File: config.mk
export PLATFORM = sky130hd
export DESIGN_NAME = down_timer
export DESIGN_NICKNAME = d
export VERILOG_FILES = /design/src/rtl/down_timer_pkg.sv /design/src/rtl/timer_prescaler.sv /design/src/rtl/down_timer.sv
export SDC_FILE = /design/constraint.sdc
export NUM_CORES = 1
export LEC_CHECK = 0
export BUFFER_PORTS_ARGS = -buffer_cell sky130_fd_sc_hd__buf_4
export CAP_MARGIN = 10
export CORE_UTILIZATION = 55
export DETAILED_ROUTE_END_ITERATION = 6
export GPL_ROUTABILITY_DRIVEN = 0
export PLACE_DENSITY = 0.77
export SKIP_CTS_REPAIR_TIMING = 1
export SLEW_MARGIN = 20
export SYNTH_ARGS = -nofsm -noshare
export SYNTH_HDL_FRONTEND = slang
export SYNTH_SLANG_ARGS = --single-unit
File: constraint.sdc
create_clock -name clk_i -period 4 [get_ports clk_i]
set_input_delay 0.2 -clock clk_i [delete_from_list [all_inputs] [get_ports clk_i]]
set_output_delay 0.2 -clock clk_i [all_outputs]
set_load 0.02 [all_outputs]
File: src/rtl/down_timer_pkg.sv
// Shared types for the down-counting timer.
package down_timer_pkg;

  typedef enum logic [1:0] {
    StIdle,
    StRun,
    StDone
  } timer_state_e;

endpackage

File: src/rtl/timer_prescaler.sv
// Divides enabled cycles into timer ticks: one tick every PRESCALE enabled cycles.
// Compiled only when DOWN_TIMER_PRESCALE_EN is defined.
`ifdef DOWN_TIMER_PRESCALE_EN
module timer_prescaler #(
  parameter int unsigned PRESCALE = 4
) (
  input  logic clk_i,
  input  logic rst_ni,
  input  logic en_i,
  input  logic run_i,
  input  logic clr_i,
  output logic tick_o
);

  localparam int unsigned CntW = (PRESCALE > 1) ? $clog2(PRESCALE) : 1;
  localparam logic [CntW-1:0] CntMax = CntW'(PRESCALE - 1);

  logic [CntW-1:0] cnt_q, cnt_d;

  assign tick_o = run_i && en_i && (cnt_q == CntMax);

  always_comb begin
    cnt_d = cnt_q;
    if (clr_i) begin
      cnt_d = '0;
    end else if (run_i && en_i) begin
      cnt_d = (cnt_q == CntMax) ? '0 : cnt_q + CntW'(1);
    end
  end

  always_ff @(posedge clk_i or negedge rst_ni) begin
    if (!rst_ni) begin
      cnt_q <= '0;
    end else begin
      cnt_q <= cnt_d;
    end
  end

endmodule
`endif

File: src/rtl/down_timer.sv
// Programmable down-counting timer with one-shot / periodic modes and a terminal-count pulse.
// Define DOWN_TIMER_PRESCALE_EN to insert a PRESCALE-cycle tick divider.
module down_timer
  import down_timer_pkg::*;
#(
  parameter int unsigned WIDTH    = 8,
  parameter int unsigned PRESCALE = 4
) (
  input  logic             clk_i,
  input  logic             rst_ni,
  input  logic             en_i,
  input  logic             start_i,
  input  logic             stop_i,
  input  logic             periodic_i,
  input  logic [WIDTH-1:0] load_value_i,
  output logic [WIDTH-1:0] value_o,
  output logic             busy_o,
  output logic             tc_o
);

  timer_state_e     state_q, state_d;
  logic [WIDTH-1:0] value_q, value_d;
  logic [WIDTH-1:0] reload_q, reload_d;
  logic             mode_q, mode_d;
  logic             busy_q, busy_d;
  logic             tc_q, tc_d;
  logic             tick;

`ifdef DOWN_TIMER_PRESCALE_EN
  timer_prescaler #(
    .PRESCALE(PRESCALE)
  ) u_prescaler (
    .clk_i (clk_i),
    .rst_ni(rst_ni),
    .en_i  (en_i),
    .run_i (state_q == StRun),
    .clr_i (start_i || stop_i),
    .tick_o(tick)
  );
`else
  assign tick = en_i;
`endif

  always_comb begin
    state_d  = state_q;
    value_d  = value_q;
    reload_d = reload_q;
    mode_d   = mode_q;
    tc_d     = 1'b0;

    if (stop_i) begin
      state_d = StIdle;
    end else if (start_i) begin
      value_d  = load_value_i;
      reload_d = load_value_i;
      mode_d   = periodic_i;
      state_d  = StRun;
    end else if (state_q == StRun && tick) begin
      if (value_q > WIDTH'(1)) begin
        value_d = value_q - WIDTH'(1);
      end else begin
        // Expiry: a load of 0 lands here too, so it behaves as 1.
        tc_d = 1'b1;
        if (mode_q) begin
          value_d = reload_q;
        end else begin
          value_d = '0;
          state_d = StDone;
        end
      end
    end

    busy_d = (state_d == StRun);
  end

  always_ff @(posedge clk_i or negedge rst_ni) begin
    if (!rst_ni) begin
      state_q  <= StIdle;
      value_q  <= '0;
      reload_q <= '0;
      mode_q   <= 1'b0;
      busy_q   <= 1'b0;
      tc_q     <= 1'b0;
    end else begin
      state_q  <= state_d;
      value_q  <= value_d;
      reload_q <= reload_d;
      mode_q   <= mode_d;
      busy_q   <= busy_d;
      tc_q     <= tc_d;
    end
  end

  assign value_o = value_q;
  assign busy_o  = busy_q;
  assign tc_o    = tc_q;

endmodule
### Word level (Yosys, flattened, before mapping)

Cells that the tools add are included.

| word-level totals | value |
|---|---|
| register bits | 21 |
| bits in latches | 0 |
| memory bits (writable) | 0 |
| ROM bits | 0 |
| output and inout port bits | 10 |
| logic and storage cells | 28 |
| memories | 0 |

| operators by class | value |
|---|---|
| $add $sub $neg | 1 |
| multipliers | 0 |
| divide/modulo/power cells | 0 |
| order comparisons | 1 |
| equality and inequality tests | 2 |
| shift-type cells | 0 |
| muxes and demuxes | 13 |
| bitwise gates (word level) | 1 |
| reduce and logical (&&, ||, !) cells | 4 |

Operators by type and width:

| cell | number |
|---|---|
| 8-bit two-way mux | 4 |
| 2-bit two-way mux | 5 |
| 8-bit by 1-bit greater-than comparator with 1-bit output (second input constant) | 1 |
| 8-bit by 1-bit subtractor with 8-bit output (second input constant) | 1 |
| 2-bit by 1-bit equality test with 1-bit output (second input constant) | 2 |
| 1-bit two-way mux | 4 |
| 2-bit AND reduction | 2 |
| 2-bit nonzero test | 1 |
| 1-bit logical AND | 1 |
| 1-bit inverter | 1 |

### Logic depth before layout (Yosys ltp)

Gate-level depths: netlist of run 1.

| depth | value |
|---|---|
| word-level depth | 6 |
| mapped depth | 8 |
| depth with buffers taken out | 6 |

### Worst setup path after synthesis of run 1

Ideal clock, no wire load.

| path | value |
|---|---|
| path type | register to register |
| from | register value_q[0], in the netlist value_o[0] |
| to | register value_q[7], in the netlist value_o[7] |
| library setup time | 133 ps |
| arrival time | 1897 ps |
| required time | 3867 ps |
| setup slack | 1970 ps |
| stages on the path, launching flop included | 8 |
| buffers on the path | 1 |
| clock period less this slack | 2030 ps |
| cells stage by stage | dfrtp_1 > inv_1 > ha_1 > or2_1 > buf_6 > a31o_4 > a2111oi_4 > a211oi_2 |

| between the ends | value |
|---|---|
| cells in the longest elaborated chain, start to end | 4 |
| elaborated cells on any way between the ends | 5 |
| classes of those cells | add/sub: 1; order compare: 1; mux: 3 |

Ends and longest elaborated chain:

| element | line | source |
|---|---|---|
| start, declared | down_timer.sv:22 | `logic [WIDTH-1:0] value_q, value_d;` |
| start signal, assigned | down_timer.sv:86 | `value_q <= value_d;` |
| 8-bit by 1-bit subtractor with 8-bit output / 8-bit by 1-bit greater-than comparator with 1-bit output (equally long branches) | down_timer.sv:60, down_timer.sv:59 |  |
| 8-bit two-way mux (*) | down_timer.sv:59 | `if (value_q > WIDTH'(1)) begin` |
| 8-bit two-way mux (*) | down_timer.sv:58 | `end else if (state_q == StRun && tick) begin` |
| 8-bit two-way mux (*) | down_timer.sv:53 | `end else if (start_i) begin` |

Mark *: on every way between the ends. The rest lies on a longest branch, timed or not. The select of a mux whose other input is x is not followed.
A chain may end at the register's enable or synchronous reset.

### Worst setup path after layout of run 1

Ends and elaborated chain as after synthesis.

==> run metrics, run 1 <==
power share of the clock group about a fifth; TritonCTS Buffers 3; CTS tree yes; pin slew with the least headroom to its limit around 1100 ps; skew final 11.88 ps; routed vias/inst 6.151; Switching Fraction between 30% and 40%; Die ar. between 2000 and 2500 um2; Worst R2R Start value_o[0]; Peak VDD IR 0.0003000 V; Final Hold Viols 0; Period minus WS final 2019 ps; IO Count 24; PD cells roughly 390 nW/um2; critical path data required time between 4000 and 5000 ps; global-route wire length before repair approximately 4200 um; design area roughly 1400 um2; crit share post-route between 50% and 60%; outcome finished, final reports clean; Synth cell types 40; H-tree depth 1; initial drt markers 33; R2R setup slack 1980 ps; DRC 0; hold path startpoint start_i; Psw roughly 0.00019 W; Setup violations, final 0; Mapped Nets around 130; YS warnings 0; HP Class input port to flop; leakage a little over 0.6 nW; clock root buffer clkbuf_4; register area about 530 um2; Fmax a little under 500 MHz; final core occ a little over two thirds; Initial Util 59.31%; largest net degree at the start of global routing 22; Seq cells post-synth 21; TritonCTS sink count 21; Int Pwr roughly 0.00035 W; vias in the first global route 905; Setup Total Neg Slack 0 ps; Final Non-Filler Cells about 170; layout cells sized above 1 28.78%; FP Rows 16; CP endpoint kind flop; Die Span Y a little under 50 um; part of the power in registers ~51%; DP Area between 1000 and 1500 um2; Via Count between 1000 and 1500; Final Max Slew Viols 0; Cells after Synth about 120; Worst slew margin between 20% and 30%; unrepaired setup endpoints after global routing no; Worst-Skew Late Latency around 310 ps; initial antenna violation count 0; final wirelength between 2000 and 3000 um; antenna cell count 0; CP max FO 8; fillcell total 160; Critical Path Source Type flop; area grow syn2layout 17.49%; Inst Count DP 161; Core Footprint 2002 um2; Post-DP HPWL roughly 1800 um; Setup CP Type flop to flop; Total GRT Usage between 20% and 30%; average wire per standard cell about 15 um; prevailing post-synth register cell dfrtp_1; nets 156; CTS max path bufs 2; Post-synth EDFFs 0; Async SR Flop Fraction 100.0%; part of the power in combinational logic 29.8%; post-route ant nets 0; worst setup path startpoint value_o[0]; Clock transition at path regs between 100 and 150 ps; Seq/Total Area, Yosys around 44%; Die Wd between 40 and 50 um; max-capacitance violation count 0; Worst Path Arrival ~2200 ps; multi-input combinational cell area just over 600 um2; grt total ovfl 0; Port Buffers 23; mapped cell area between 1000 and 1500 um2; syn avg cell area between 10 and 15 um2; DRT Pass-1 Iters 4
critical path, stage by stage (launching register included):
cell	delay, ps
dfrtp_1	490
inv_1	70
ha_1	260
or2_1	340
a31o_4	290
a2111oi_4	340
a211oi_2	110
Yosys cell counts, types with 2 or more instances:
cell type   n  area, um2
buf_2       2      10.01
nor4_1      2      12.51
xor2_1      2      17.52
nand3_1     2      10.01
inv_1       6      22.52
clkbuf_1    2      7.510
o21ai_1     3      15.01
nor3_1      7      35.03
dfrtp_1    21      525.5
a21oi_1     5      25.02
nand2_1     7      26.28
a31oi_1     6      37.54
a22oi_1     3      22.52
or3_1       4      25.02
ha_1        2      25.02
o21ai_0     6      30.03
nor2_1      7      26.28
mux2_2      7      78.83
a21o_1      2      15.01
path summary, 6_finish.rpt:
path,end,cells after the start
worst max-delay path,value_o[7],6
worst min-delay path,state_q[1],2
worst max register to register,value_o[7],6
worst min register to register,reload_q[3],1
max in group asynchronous,reload_q[3],2
min in group asynchronous,reload_q[4],2
cell type report:
class                           count  share of cell area (%)
Clock buffer                        3                   1.614
Multi-Input combinational cell     84                   43.23
Tap cell                           27                   2.422
Timing Repair Buffer               24                   13.09
Clock inverter                      1                  0.3587
Sequential cell                    21                   37.67
Inverter                            6                   1.614
placed cells by master, fill, tap and decap left out, types with 2 or more instances in the layout:
cell | netlist | routed
o21ai_1 | 3 | 3
clkbuf_4 | 0 | 3
a22oi_1 | 3 | 3
ha_1 | 2 | 2
buf_4 | 1 | 23
nor2_1 | 7 | 7
or3_1 | 4 | 4
a21oi_1 | 5 | 5
nor4_1 | 2 | 2
nand2_1 | 7 | 7
nand3_1 | 2 | 2
inv_1 | 6 | 6
a21o_1 | 2 | 2
nor3_1 | 7 | 7
a31oi_1 | 6 | 6
mux2_2 | 7 | 7
o21ai_0 | 6 | 6
dfrtp_1 | 21 | 21
xor2_1 | 2 | 2
metal layers:
layer	part of all wire [%]	up-vias	GRT usage (%)
met2	46	49	33.80
met3	6.6	5	3.774
met4	1.3	0	10.29
li1	-	478	-
met1	46	489	34.64
met5	0	-	0
through the flow:
step | setup WS (ps) | hold slack (ps) | power (W)
floorplan | 1970 | -95.59 | 0.0003873
global placement | 2055 | 94.94 | 0.0004366
detailed placement | 1996 | 100.0 | 0.0004408
CTS | 1977 | -243.8 | 0.0005448
global route | 1849 | 84.24 | 0.0005716
finish | 1981 | 67.60 | 0.0005422
sequential cells by signal, summed over array words and instances, names as in the netlist:
register	cells
busy_o	1
mode_q	1
reload_q	8
state_q	2
tc_o	1
value_o	8
cell families after synthesis:
kind of cell / count (synthesis) / synth area share (%)
adder cells (fa/ha/maj): 2 / 2.107
AO/OA/AOI/OAI: 34 / 21.39
AND/OR/NAND/NOR: 37 / 17.49
buffers and inverters: 12 / 4.953
multiplexers: 8 / 7.587
flip-flops: 21 / 44.26
XOR/XNOR: 3 / 2.213
power groups by stage:
stage	Clock [W]	Sequential, W	Combinational [W]
floorplan	0	0.000286	0.000101
global placement	0	0.000279	0.000158
detailed placement	0	0.000280	0.000160
CTS	0.000108	0.000276	0.000161
global route	0.000114	0.000281	0.000177
finish	0.000104	0.000277	0.000162
No activity file was read; power rests on OpenSTA's default activity.
==> run 2, diff against run 1 <==
- ABC_AREA: not set -> 1
- CORE_UTILIZATION: 55 -> 48
- PLACE_DENSITY: 0.77 -> 0.71
- clock period: 4 -> 1.65 ns (I/O delays scaled with it)
==> run metrics, run 2 <==
CP endpoint kind flop; Setup WS post-layout about 110 ps; Peak VDD IR about 0.00066 V; nets 212; outcome finished, final reports clean; CP dominant cell by count nand2_1; post-route ant nets 0; Async SR Flop Fraction 100.0%; max-capacitance violation count 0; cell chain of the critical path inv_2 > ha_1 > inv_1 > nand2_1 > nand2_2 > nor2_4 > buf_6 > nand3_1 > nand3_1 > nand2_1 > nand2_1; Synth cell types 24; Post-Synth Adder-Cell Area 2.022%; final core occ a little over three fifths; routed vias/inst roughly 5.0; Via Count about 1100; Core Footprint ~2500 um2; prevailing post-synth register cell dfrtp_1; Synth Area in Compound Gates approximately an eighth; crit share post-route just over 90%; Seq cells post-synth 21; area grow syn2layout 24.37%; Die Span Y ~53 um; Synth top area share between 40 and 50%; part of the power in combinational logic just under 40%; Post-DP HPWL around 1900 um; Switching Fraction between 30% and 40%; average wire per standard cell around 12 um; Final Hold Viols 0; Die ar. 2785 um2; PD cells about 990 nW/um2; Initial Util between 50 and 60%; Worst Path Arrival between 1500 and 2000 ps; Fmax around 650 MHz; grt total ovfl 0; Die Wd between 50 and 60 um; Port Buffers 23; Cells after Synth between 150 and 200; Clock transition at path regs 130 ps; pin slew with the least headroom to its limit around 510 ps; most frequent cells in the layout nand2_1, buf_4, inv_1, dfrtp_1, nand3_1; Worst slew margin between 60 and 70%; Setup CP Type flop to flop; CTS tree yes; Worst-Skew Late Latency 320 ps; largest net degree at the start of global routing 22; IO Count 24; Crit-path slowest cell dfrtp_1; antenna cell count 0; Post-Synth XOR/XNOR Area less than 1%; global-route wire length before repair around 4400 um; commonest non-fill, non-tap cell in the layout nand2_1; vias in the first global route around 1000; Mapped Nets between 150 and 200; DRC 0; Int Pwr ~0.00094 W; critical path data required time roughly 1900 ps; CTS max path bufs 2; CP max FO 8; Seq/Total Area, Yosys between 40% and 50%; TritonCTS Buffers 3; FP Rows 18; Worst path max stage delay between 400 and 500 ps; leakage 0.8167 nW; part of the power in registers 44.3%; final wirelength between 2000 and 3000 um; Synth area leader dfrtp_1; mapped cell area between 1000 and 1500 um2; Post-synth top cells nand2_1, inv_1, dfrtp_1, nand3_1, a21oi_1; YS warnings 0; Synth area leaders dfrtp_1, nand2_1, nand3_1, inv_1, a21oi_1; Setup violations, final 0; Psw 0.0005878 W; TritonCTS sink count 21; clock root buffer clkbuf_4; Critical Path Source Type flop; HP Class input port to flop; post-synthesis mux area share 0%; power share of the clock group between 10% and 20%; layout cells sized above 1 26.15%; initial drt markers 21; Period minus WS final 1538 ps; Final Max Slew Viols 0; simple-gate share of the synthesized area 30.84%; largest family of logic cells by synthesized area simple AND/OR/NAND/NOR gates; Post-synth EDFFs 0; initial antenna violation count 0; worst slack, placed 82.88 ps; DRT Pass-1 Iters 4; Total GRT Usage a little over a fifth; skew final ~9.4 ps; syn avg cell area approximately 7.6 um2; top-count cell post-synth nand2_1; H-tree depth 1
## run 2: cell types whose count changed in the layout (fill, tap and decap cells not counted), sizes merged, moves of 4 or more
cell   delta
a31oi     -6
nor3      -6
nand3    +20
or3       -4
inv      +19
buf       +8
a21oi     +4
mux2      -8
nand2    +44
## run 2: cell type report
class,count,area [um2]
Inverter,25,96.34
Clock buffer,3,22.52
Tap cell,30,37.54
Sequential cell,21,525.5
Fill cell,218,915.9
Timing Repair Buffer,33,260.3
Clock inverter,1,5.005
Multi-Input combinational cell,112,591.8
## run 2: metal layers
| layer | GRT usage (%) | share of wire (%) | wire length (um) |
|---|---|---|---|
| met1 | 29.98 | 48 | 1267 |
| met2 | 33.97 | 46 | 1210 |
| met3 | 2.319 | 4.0 | 106 |
| met4 | 6.579 | 1.5 | 40 |
| met5 | 0 | 0 | 0 |
## run 2: path summary, 6_finish.rpt
path	cells after the start	to	from	slack [ps]
worst max-delay path	11	value_o[6]	value_o[1]	110
worst min-delay path	3	mode_q	periodic_i	7
worst max register to register	11	value_o[6]	value_o[1]	110
worst min register to register	2	reload_q[0]	reload_q[0]	500
max in group asynchronous	2	state_q[0]	rst_ni	1260
min in group asynchronous	2	value_o[4]	rst_ni	160
## run 2: critical path: cells and delay by family (launching register included)
| family | cells | cell delay, ps |
|---|---|---|
| flip-flops | 1 | 410 |
| buffers and inverters | 3 | 300 |
| AND/OR/NAND/NOR | 7 | 630 |
| adder cells (fa/ha/maj) | 1 | 150 |
## run 2: kinds of logic after synthesis
| logic type | Yosys count |
|---|---|
| flip-flops | 21 |
| buffers and inverters | 30 |
| XOR/XNOR | 1 |
| adder cells (fa/ha/maj) | 2 |
| AND/OR/NAND/NOR | 85 |
| AO/OA/AOI/OAI | 24 |
## run 2: metrics by stage
step | instances | setup TNS (ps) | instance area, um2 | power (W) | hold slack, ps
after floorplan | 163 | 0 | 1237 | 0.001035 | -213.1
after global placement | 215 | 0 | 1434 | 0.001209 | -19.49
after detailed placement | 215 | 0 | 1434 | 0.001221 | -15.88
after CTS | 219 | 0 | 1461 | 0.001484 | -376.4
after global routing | 225 | -69.52 | 1539 | 0.001624 | 31.95
final | 225 | 0 | 1539 | 0.001531 | 7.445
## run 2: power by group through the flow
stage	Sequential, W	Clock [W]	Combinational [W]
finish	0.000678	0.000262	0.000590
global route	0.000689	0.000278	0.000658
CTS	0.000680	0.000270	0.000534
detailed placement	0.000690	0	0.000532
global placement	0.000685	0	0.000524
floorplan	0.000722	0	0.000314
==> run 3, diff against run 2 <==
- BUFFER_PORTS_ARGS: -buffer_cell sky130_fd_sc_hd__buf_4 -> -buffer_cell sky130_fd_sc_hd__buf_2
- CTS_CLUSTER_SIZE: not set -> 14
==> run metrics, run 3 (synthesis gave the netlist of run 2 again) <==
outcome finished, final reports clean; crit share post-route 97.76%; Clock transition at path regs between 100 and 150 ps; Post-DP HPWL 1927 um; pin slew with the least headroom to its limit between 500 and 600 ps; CTS tree yes; fillcell total 230; routed vias/inst a little over 5; TritonCTS Buffers 3; Final Non-Filler Cells ~220; largest net degree at the start of global routing 22; Worst slew margin between 60% and 70%; skew final roughly 2.3 ps; most frequent cells in the layout nand2_1, buf_2, inv_1, dfrtp_1, nand3_1; DRC 0; Total GRT Usage roughly a fifth; leakage 0.7991 nW; design area 1501 um2; Inst Count DP 214; critical path data required time approximately 1900 ps; WL met2 roughly 1400 um; CP endpoint kind flop; CP max FO 8; clock root buffer clkbuf_4; CTS max path bufs 2; initial drt markers 35; R2R setup slack roughly 37 ps; max-capacitance violation count 0; Peak VDD IR roughly 0.00064 V; HP Class input port to flop; met3 WL approximately 75 um; post-route ant nets 0; Die Span Y around 53 um; Die ar. 2785 um2; Die Wd ~53 um; layout cells sized above 1 around 28%; unrepaired setup endpoints after global routing yes; Via Count 1137; Initial Util 50.41%; Worst-Skew Late Latency ~310 ps; TritonCTS sink count 21; H-tree depth 1; grt total ovfl 0; Setup violations, final 0; DRT Pass-1 Iters 4; top routing layer in use met4; Worst Path Arrival ~1800 ps; Final Max Slew Viols 0; register area 525.5 um2; final core occ 61.16%; met1 wire length between 1000 and 1500 um; FP Rows 18; nets between 200 and 250; initial antenna violation count 0; Setup Total Neg Slack 0 ps; vias in the first global route 1014; global-route wire length before repair roughly 4300 um; Critical Path Source Type flop; commonest non-fill, non-tap cell in the layout nand2_1; PD cells ~1000 nW/um2; worst hold margin roughly 29 ps; Final Hold Viols 0; final wirelength between 2000 and 3000 um; area grow syn2layout 21.33%; Core Footprint between 2000 and 2500 um2; Setup CP Type flop to flop; DP Area 1369 um2; multi-input combinational cell area approximately 630 um2; Fmax 620.0 MHz; average wire per standard cell between 10 and 15 um; antenna cell count 0; Period minus WS final about 1600 ps; IO Count 24; Port Buffers 23
==> run 3: changes by cell type in the layout (fill, tap and decap cells not counted) <==
cell	delta
nand2_1	-1
buf_2	+23
buf_4	-25
nand2_2	+1
ha_4	+1
nand3_1	-4
nand3_2	+4
ha_1	-1
==> run 3: critical path: stages (launching register included) <==
cell and delay [ps]:
dfrtp_1 420, inv_2 140, ha_4 170, inv_2 30, nand2_2 50, nand2_2 60
nor2_4 240, nand3_2 120, nand2_1 110, nand3_2 70, nand2_1 80, inv_1 40
==> run 3: through the flow <==
stage	setup slack, ps	total power [W]
global route	-69.62	0.001608
detailed placement	32.55	0.001178
floorplan	115.4	0.001035
finish	36.97	0.001494
global placement	117.1	0.001165
CTS	22.29	0.001432
==> run 3: metal layers <==
layer | vias to the layer above | global-route usage [%]
li1 | 574 | -
met1 | 531 | 26.67
met2 | 28 | 35.23
met3 | 4 | 2.029
met4 | 0 | 8.772
met5 | - | 0
==> run 3: worst paths after layout <==
| check | startpoint | to | cells past startpoint |
|---|---|---|---|
| setup / recovery | value_o[1] | busy_o | 11 |
| hold / removal | periodic_i | mode_q | 3 |
| setup reg to reg | value_o[1] | busy_o | 11 |
| hold reg to reg | reload_q[7] | reload_q[7] | 2 |
| max in group asynchronous | rst_ni | reload_q[1] | 2 |
| min in group asynchronous | rst_ni | value_o[4] | 2 |
==> run 3: area by class of cell <==
| type | count | area share [%] |
|---|---|---|
| multi-input combinational | 112 | 41.75 |
| sequential | 21 | 35.00 |
| timing repair buffer | 31 | 12.50 |
| inverter | 25 | 6.417 |
| tap | 30 | 2.500 |
| clock buffer | 3 | 1.500 |
| clock inverter | 1 | 0.3333 |
==> run 3: report_power, final <==
group	switching [W]	internal [W]	leakage [nW]	total [W]
logic	0.000338	0.000229	0.521	0.000568
clock network	0.000160	0.0000905	0.0177	0.000250
registers	0.0000883	0.000588	0.260	0.000676
total	0.000586	0.000908	0.799	0.00149
